<file path="src/rtl/ex_muldiv_unit.sv">
// ============================================================================
//  Module      : ex_muldiv_unit
//  Description : Iterative EX-stage multiply/divide unit owning the HI/LO
//                registers. Signed/unsigned shift-add multiply, restoring
//                divide, MTHI/MTLO writes, pipeline stall and flush handling.
//                Optional macro MULDIV_EARLY_TERM_EN lets a multiply leave
//                the iteration loop once the remaining multiplier is zero.
//  Revision    : 1.0  initial release
// ============================================================================
`default_nettype none
`timescale 1ns/1ps

module ex_muldiv_unit #(
    parameter int NBits = 32
) (
    input  logic             clk,
    input  logic             reset,
    input  logic             in_Start,
    input  logic [2:0]       in_Op,
    input  logic [NBits-1:0] in_ReadData1,
    input  logic [NBits-1:0] in_ReadData2,
    input  logic             in_Flush,
    output logic             out_Stall,
    output logic             out_Busy,
    output logic             out_Done,
    output logic             out_DivByZero,
    output logic [NBits-1:0] out_HI,
    output logic [NBits-1:0] out_LO
);

    localparam int         c_CNT_W   = $clog2(NBits) + 1;
    localparam logic [2:0] c_OP_MTHI = 3'b100;
    localparam logic [2:0] c_OP_MTLO = 3'b101;

    typedef enum logic [1:0] {
        IDLE  = 2'd0,
        BUSY  = 2'd1,
        FIXUP = 2'd2
    } state_t;

    state_t r_state;
    state_t w_nextState;

    logic [c_CNT_W-1:0]   r_count;
    logic [2*NBits-1:0]   r_acc;      // mul: running product; div: {remainder, dividend/quotient}
    logic [2*NBits-1:0]   r_opA;      // mul: shifted multiplicand; div: divisor in low half
    logic [NBits-1:0]     r_opB;      // mul: remaining multiplier
    logic                 r_isDiv;
    logic                 r_negLo;    // negate product (mul) or quotient (div)
    logic                 r_negHi;    // negate remainder (div)
    logic                 r_divZero;
    logic [NBits-1:0]     r_hi;
    logic [NBits-1:0]     r_lo;
    logic                 r_done;
    logic                 r_doneDbz;

    logic                 w_isMulDiv;
    logic                 w_signedOp;
    logic                 w_launch;
    logic                 w_mtWrite;
    logic [NBits-1:0]     w_absA;
    logic [NBits-1:0]     w_absB;
    logic                 w_lastStep;
    logic [2*NBits-1:0]   w_mulAcc;
    logic [NBits:0]       w_remShift;
    logic                 w_subOk;
    logic [NBits-1:0]     w_sub;
    logic [NBits-1:0]     w_remNext;
    logic [2*NBits-1:0]   w_divAcc;
    logic [2*NBits-1:0]   w_prodFix;
    logic [NBits-1:0]     w_quotFix;
    logic [NBits-1:0]     w_remFix;

    // ------------------------------------------------------------------
    // Launch decode and operand magnitudes
    // ------------------------------------------------------------------
    assign w_isMulDiv = ~in_Op[2];
    assign w_signedOp = ~in_Op[0];
    assign w_launch   = (r_state == IDLE) && in_Start && w_isMulDiv && !in_Flush;
    assign w_mtWrite  = (r_state == IDLE) && in_Start && !in_Flush;
    assign w_absA     = (w_signedOp && in_ReadData1[NBits-1]) ? -in_ReadData1 : in_ReadData1;
    assign w_absB     = (w_signedOp && in_ReadData2[NBits-1]) ? -in_ReadData2 : in_ReadData2;

    // A multiply with early termination stops once no multiplier bits remain after this step
`ifdef MULDIV_EARLY_TERM_EN
    assign w_lastStep = (r_count == c_CNT_W'(NBits - 1)) ||
                        (!r_isDiv && (r_opB[NBits-1:1] == '0));
`else
    assign w_lastStep = (r_count == c_CNT_W'(NBits - 1));
`endif

    // ------------------------------------------------------------------
    // One iteration step of each algorithm
    // ------------------------------------------------------------------
    assign w_mulAcc   = r_opB[0] ? (r_acc + r_opA) : r_acc;

    // Restoring divide: shift next dividend bit into the remainder, subtract if it fits
    assign w_remShift = r_acc[2*NBits-1:NBits-1];
    assign w_subOk    = w_remShift[NBits] || (w_remShift[NBits-1:0] >= r_opA[NBits-1:0]);
    assign w_sub      = w_remShift[NBits-1:0] - r_opA[NBits-1:0];
    assign w_remNext  = w_subOk ? w_sub : w_remShift[NBits-1:0];
    assign w_divAcc   = {w_remNext, r_acc[NBits-2:0], w_subOk};

    // Sign correction applied in FIXUP
    assign w_prodFix  = r_negLo ? -r_acc : r_acc;
    assign w_quotFix  = r_divZero ? {NBits{1'b1}} :
                        (r_negLo ? -r_acc[NBits-1:0] : r_acc[NBits-1:0]);
    // Divide by zero leaves |dividend| here; restoring its sign gives back the dividend
    assign w_remFix   = r_negHi ? -r_acc[2*NBits-1:NBits] : r_acc[2*NBits-1:NBits];

    // State register
    always_ff @(posedge clk or posedge reset) begin
        if (reset) begin
            r_state <= IDLE;
        end else begin
            r_state <= w_nextState;
        end
    end

    // Next-state and stall decode; flush wins over everything in flight
    always_comb begin
        w_nextState = r_state;
        out_Stall   = 1'b0;
        case (r_state)
            IDLE: begin
                if (w_launch) begin
                    w_nextState = BUSY;
                    out_Stall   = 1'b1;
                end
            end
            BUSY: begin
                if (in_Flush) begin
                    w_nextState = IDLE;
                end else begin
                    out_Stall = 1'b1;
                    if (w_lastStep) begin
                        w_nextState = FIXUP;
                    end
                end
            end
            FIXUP: begin
                w_nextState = IDLE;
                out_Stall   = !in_Flush;
            end
            default: begin
                w_nextState = IDLE;
            end
        endcase
    end

    // Iteration datapath: operand capture at launch, one step per BUSY cycle
    always_ff @(posedge clk or posedge reset) begin
        if (reset) begin
            r_count   <= '0;
            r_acc     <= '0;
            r_opA     <= '0;
            r_opB     <= '0;
            r_isDiv   <= 1'b0;
            r_negLo   <= 1'b0;
            r_negHi   <= 1'b0;
            r_divZero <= 1'b0;
        end else if (w_launch) begin
            r_count   <= '0;
            r_isDiv   <= in_Op[1];
            r_opB     <= w_absB;
            r_opA     <= {{NBits{1'b0}}, in_Op[1] ? w_absB : w_absA};
            r_acc     <= in_Op[1] ? {{NBits{1'b0}}, w_absA} : '0;
            r_divZero <= in_Op[1] && (in_ReadData2 == '0);
            r_negLo   <= w_signedOp && (in_ReadData1[NBits-1] ^ in_ReadData2[NBits-1]) &&
                         !(in_Op[1] && (in_ReadData2 == '0));
            r_negHi   <= w_signedOp && in_Op[1] && in_ReadData1[NBits-1];
        end else if ((r_state == BUSY) && !in_Flush) begin
            r_count <= r_count + c_CNT_W'(1);
            if (r_isDiv) begin
                r_acc <= w_divAcc;
            end else begin
                r_acc <= w_mulAcc;
                r_opA <= r_opA << 1;
                r_opB <= r_opB >> 1;
            end
        end
    end

    // Architectural HI/LO plus the registered completion pulse
    always_ff @(posedge clk or posedge reset) begin
        if (reset) begin
            r_hi      <= '0;
            r_lo      <= '0;
            r_done    <= 1'b0;
            r_doneDbz <= 1'b0;
        end else begin
            r_done    <= 1'b0;
            r_doneDbz <= 1'b0;
            if (w_mtWrite && (in_Op == c_OP_MTHI)) begin
                r_hi <= in_ReadData1;
            end
            if (w_mtWrite && (in_Op == c_OP_MTLO)) begin
                r_lo <= in_ReadData1;
            end
            if ((r_state == FIXUP) && !in_Flush) begin
                r_done    <= 1'b1;
                r_doneDbz <= r_divZero;
                if (r_isDiv) begin
                    r_hi <= w_remFix;
                    r_lo <= w_quotFix;
                end else begin
                    r_hi <= w_prodFix[2*NBits-1:NBits];
                    r_lo <= w_prodFix[NBits-1:0];
                end
            end
        end
    end

    assign out_Busy      = (r_state != IDLE);
    assign out_Done      = r_done;
    assign out_DivByZero = r_doneDbz;
    assign out_HI        = r_hi;
    assign out_LO        = r_lo;

endmodule

`default_nettype wire

</file>
<file path="config.mk">
export PLATFORM = sky130hd
export DESIGN_NAME = ex_muldiv_unit
export DESIGN_NICKNAME = d
export VERILOG_FILES = /design/src/rtl/ex_muldiv_unit.sv
export SDC_FILE = /design/constraint.sdc
export NUM_CORES = 1
export LEC_CHECK = 0
export ABC_CLOCK_PERIOD_IN_PS = 13900
export BUFFER_PORTS_ARGS = -buffer_cell sky130_fd_sc_hd__buf_2
export CAP_MARGIN = 15
export CORE_ASPECT_RATIO = 1.75
export CORE_MARGIN = 3
export CORE_UTILIZATION = 50
export CTS_CLUSTER_SIZE = 25
export DETAILED_ROUTE_END_ITERATION = 6
export GPL_TIMING_DRIVEN = 0
export PLACE_DENSITY = 0.73
export SLEW_MARGIN = 15
export SYNTH_ARGS = -nofsm -noshare
export SYNTH_HDL_FRONTEND = slang
export SYNTH_SLANG_ARGS = --single-unit
</file>
<file path="constraint.sdc">
create_clock -name clk -period 13.9 [get_ports clk]
set_input_delay 2.78 -clock clk [delete_from_list [all_inputs] [get_ports clk]]
set_output_delay 2.78 -clock clk [all_outputs]
set_load 0.02 [all_outputs]
</file>
* After elaboration in Yosys (flattened, before gate mapping) *
Cells that the tools add are included.

operators by class
  add/sub/neg operators = 8
  magnitude comparators = 1
  equality and inequality tests = 8
  mux-type cells = 36
  bitwise gates (word level) = 3
  reduce and logical (&&, ||, !) cells = 28

operators with widths
  kind                 count
  $mux 32              17
  $mux 64              8
  $neg 32->32          4
  $add 64x64->64       1
  $neg 64->64          1
  $ge 32x32->1         1
  $logic_not 32->1     1
  $sub 32x32->32       1
  $logic_and 1x1->1    15
  $mux 6               2
  $reduce_bool 2->1    4
  $add 6x1->6 const B  1
  $eq 3x3->1 const B   2
  $eq 6x5->1 const B   1
  $mux 2               3
  $reduce_and 2->1     3
  $mux 1               4
  $pmux 2 s2           1
  $ne 3x3->1 const B   1
  $pmux 1 s3           1
  $reduce_bool 3->1    1
  $eq 2x1->1 const B   1
  $eq 2x2->1 const B   1
  $logic_not 1->1      2
  6 further kinds      7

storage, ports and cells
  bits in registers = 238
  output and inout bits = 68

* Longest topological paths before layout *
  depth in word-level cells = 6
  mapped depth = 15
  depth with buffers taken out = 13

* Worst setup path after synthesis *
Ideal clock, no wire load.

  path type = input port to output port
  from = input port in_Flush
  to = output port out_Stall
  arrival time = 3.998 ns
  required time = 11.120 ns
  setup slack = 7.122 ns
  stages = 5
  path buffers = 1
  path through = nand3b_1 nor2_1 clkbuf_1 nor2_1 a21oi_1

between the ends
  cells in the longest elaborated chain, start to end = 4
  elaborated cells on any way between the ends = 5
  classes of those cells = mux: 3; reduce/logical: 2

ends and longest elaborated chain
  element            line     source
  start, declared    22       input logic in_Flush,
  $logic_not 1->1    79, 143
  $logic_and 1x1->1  79       assign w_launch = (r_state == IDLE) && in_Start && w_isMulDiv && !in_Flush;
  $mux 1             126      if (w_launch) begin
  $pmux 1 s3 *       124      case (r_state)
  end, declared      23       output logic out_Stall,

Every way passes the cells marked *; elsewhere a longest branch is shown, timed or not.

* Worst setup path in the final report *
Ends and elaborated chain as after synthesis.

==> flow_summary.toml <==
[global_route]
grt_util_all_layers_pct = 42.3
grt_max_degree = 114
grt_antenna_before_repair = 1
gr-total-overflow = 0
first_global_vias = 20766
grt_first_pass_wirelength_um = 131000

[synth]
netlist-cell-type-count = 83
ys_ff_latch = 238
syn_nets = 2646
yosysWarnings = 0
synth_edf_count = 0
syn-instance-count = 2473
yosysTopAreaCell = "dfrtp_1"
synth_area_um2 = 19400
ys_seq_area_share_pct = 30.7
ys_dominant_reg_cell = "dfrtp_1"
synthArstFlopShare_pct = 100
synth_top_area_share_pct = 30.7
synth_area_leaders = "dfrtp_1 (31%), nand2_1 (8.4%), ha_1 (6.4%)"
synth_area_per_cell_um2 = 7.85

[timing]
tightest_slew_ps = 1370
period_share_pct = 57.9
finalCriticalPeriod_ps = 8040
slew_headroom_pct = 8.59
fmax_ghz = 0.124
fin_skew_ps = 25.9
hold_violations = 0
whs_ps = 502
drv_slew = 0
finalSetupViolCount = 0
tns_ps = 0
rsz0062_at_grt = "false"
worst_slack_ps = 5860

[clock_network]
cts_tree = "done"
cts-resized-gates = 0
clock_latency_ps = 570
ctsHoldBuffers = 0
clock-sinks = 238
cts_setup_buffers = 0
h-tree-depth = 1
cts_buffers = 26
cts_buffer_depth = 3
cts-root-buf = "clkbuf_16"
path_clk_slew_ps = 70

[setup_path]
crit_path_end = "out_Stall"
worstSetupPathType = "in2out"
r2r_cells = 11
crit_chain = "buf_2 > nand3b_1 > nor2_1 > clkbuf_1 > nor2_1 > a21oi_1 > buf_2"
crit_path_end_kind = "primary output"
worstPathRequired_ps = 11120
crit_path_max_incr_delay_ps = 900
r2r_setup_slack_ps = 9250
arrival_ps = 5260
cp.depth = 7
slowest_stage = "clkbuf_1"
critPathTopFamily = "buffers and inverters"
critPathLaunchType = "input port"
startpoint = "in_Flush"
crit_buf_inv = 3
cp_max_fo = 11
regToRegStartpoint = "r_acc[6]$_DFFE_PP0P_"
r2r-end = "r_acc[57]$_DFFE_PP0P_"

[power]
ir_worst_vdd_v = 0.000110
leakage_nw = 9.52
power_frac_seq_pct = 28.6
clkPwrFrac_pct = 16.9
cellInternalPower_w = 0.00218
combPwrFrac_pct = 54.5
powerDensity_nw_per_um2 = 205
p_sw_w = 0.00226
swShare_pct = 50.9

[flow_run]
drv_cap = 0

[place]
hpwlAfterDp_um = 71400
place_ws_ps = 5930
io_buffer_count = 134
gp_congestion = 1.06

[drt]
first_iter_violations = 2095
wl_per_cell_um = 28.5
drt_wl_total_um = 89500
num_vias = 20783
via_per_inst = 6.62
ant_nets = 0
drt_pre_antenna_iters = 6
drc = 0

[final_layout]
layout.nets = 2812
final_util_pct = 57.1
drive_gt1_share_pct = 8.57
area_delta_synth_final_pct = 11.6
final.fill_count = 3630

[die]
core_area_um2 = 38000
fp.dieH_um = 267
dieArea_um2 = 41300
start_util_pct = 51.1
row_count = 94
die_x_um = 155
io_pins = 139

[outcome]
status = "finished, final reports clean"

[worst_hold_path]
hold_class = "reg2reg"
cells by family (layout without fill, tap and decap cells):
family | count (synthesis) | count (layout) | share of synthesized area (%)
xor+xnor | 203 | 203 | 9.16
flops | 238 | 238 | 30.7
other cells | 0 | 1 | 0
mux | 67 | 67 | 3.48
simple gates | 840 | 840 | 19.8
buf+inv | 223 | 409 | 4.34
compound gates | 800 | 800 | 26.0
fa+ha+maj | 102 | 102 | 6.65
metrics by stage:
stage,cell area (um2),power (W),std cells
2_1_floorplan,19400,0.00278,2473
3_3_place_gp,20700,0.00358,3087
3_5_place_dp,20800,0.00361,3091
4_1_cts,21700,0.00437,3139
5_1_grt,21700,0.00468,3139
6_report,21700,0.00445,3140
worst reg2reg max path: cells and delay by family (launching register included):
family                   cells  cell delay (ps)
AND/OR/NAND/NOR              2              450
AO/OA/AOI/OAI                8             3180
flip-flops                   1              500
adder cells (fa/ha/maj)      1              410
state kept, by name, summed over array words and instances (netlist names), 2 cells and up:
signal   count
r_count      6
out_LO      32
r_state      2
r_opA       64
r_acc       64
r_opB       32
out_HI      32
synthesized netlist by cell type (all sizes together), types with 19 or more instances:
cell and count:
nand2 434, nand4 29, a21o 40, nor2 140, a31oi 51, inv 71
o22ai 19, xnor2 84, a21oi 236, nor4 24, o211ai 36, nor2b 22
ha 100, and3 36, a22oi 21, nand3 31, buf 28, nand2b 21
clkbuf 123, mux2i 63, nor3 38, o21bai 22, o21ai 210, dfrtp 238
o31ai 21, xor2 119, a32oi 28
layout by cell type, fill, tap and decap left out, types with 28 or more instances in the layout:
cell	n
a21o_1	40
nand4_1	28
inv_1	69
mux2i_1	63
a31oi_1	51
dfrtp_1	238
a32oi_1	28
o211ai_1	36
nor2_1	139
nand3_1	31
and3_1	36
xnor2_1	84
nor3_1	38
nand2_1	434
clkbuf_1	126
ha_1	100
buf_2	138
xor2_1	119
a21oi_1	236
o21ai_0	173
o21ai_1	36
area by class of cell:
type	count	area (um2)	share of cell area (%)
inverter	72	278	1.28
tap	480	601	2.77
multi-input combinational	2012	12600	58.3
timing repair buffer	138	741	3.42
clock buffer	33	728	3.36
sequential	238	5960	27.5
antenna	1	2.50	0.0115
clock inverter	15	166	0.768
buffer	151	572	2.64
routing by layer:
layer | GRT usage [%] | routed length [um]
met5 | 0 | 0
met4 | 41.8 | 11900
met3 | 5.76 | 5560
met2 | 73.3 | 43400
met1 | 42.2 | 28600
how the worst min path moves through the flow:
stage	startpoint	end	slack [ps]	depth (start not counted)
5_1_grt	r_opB[31]$_DFFE_PP0P_	r_opB[31]$_DFFE_PP0P_	530	1
3_3_place_gp	r_opB[31]$_DFFE_PP0P_	r_opB[31]$_DFFE_PP0P_	460	1
3_5_place_dp	r_opB[31]$_DFFE_PP0P_	r_opB[31]$_DFFE_PP0P_	480	1
4_1_cts	r_opB[31]$_DFFE_PP0P_	r_opB[31]$_DFFE_PP0P_	490	1
2_1_floorplan	r_opB[31]$_DFFE_PP0P_	r_opB[31]$_DFFE_PP0P_	450	1
6_report	r_opB[31]$_DFFE_PP0P_	r_opB[31]$_DFFE_PP0P_	500	1
power groups by stage:
stage / registers, W / logic, W / clock network [W]
floorplan: 0.00112 / 0.00166 / 0
global placement: 0.00125 / 0.00233 / 0
detailed placement: 0.00126 / 0.00235 / 0
CTS: 0.00125 / 0.00237 / 0.000751
global route: 0.00127 / 0.00264 / 0.000780
finish: 0.00127 / 0.00243 / 0.000750
No activity file was read; power rests on OpenSTA's default activity.
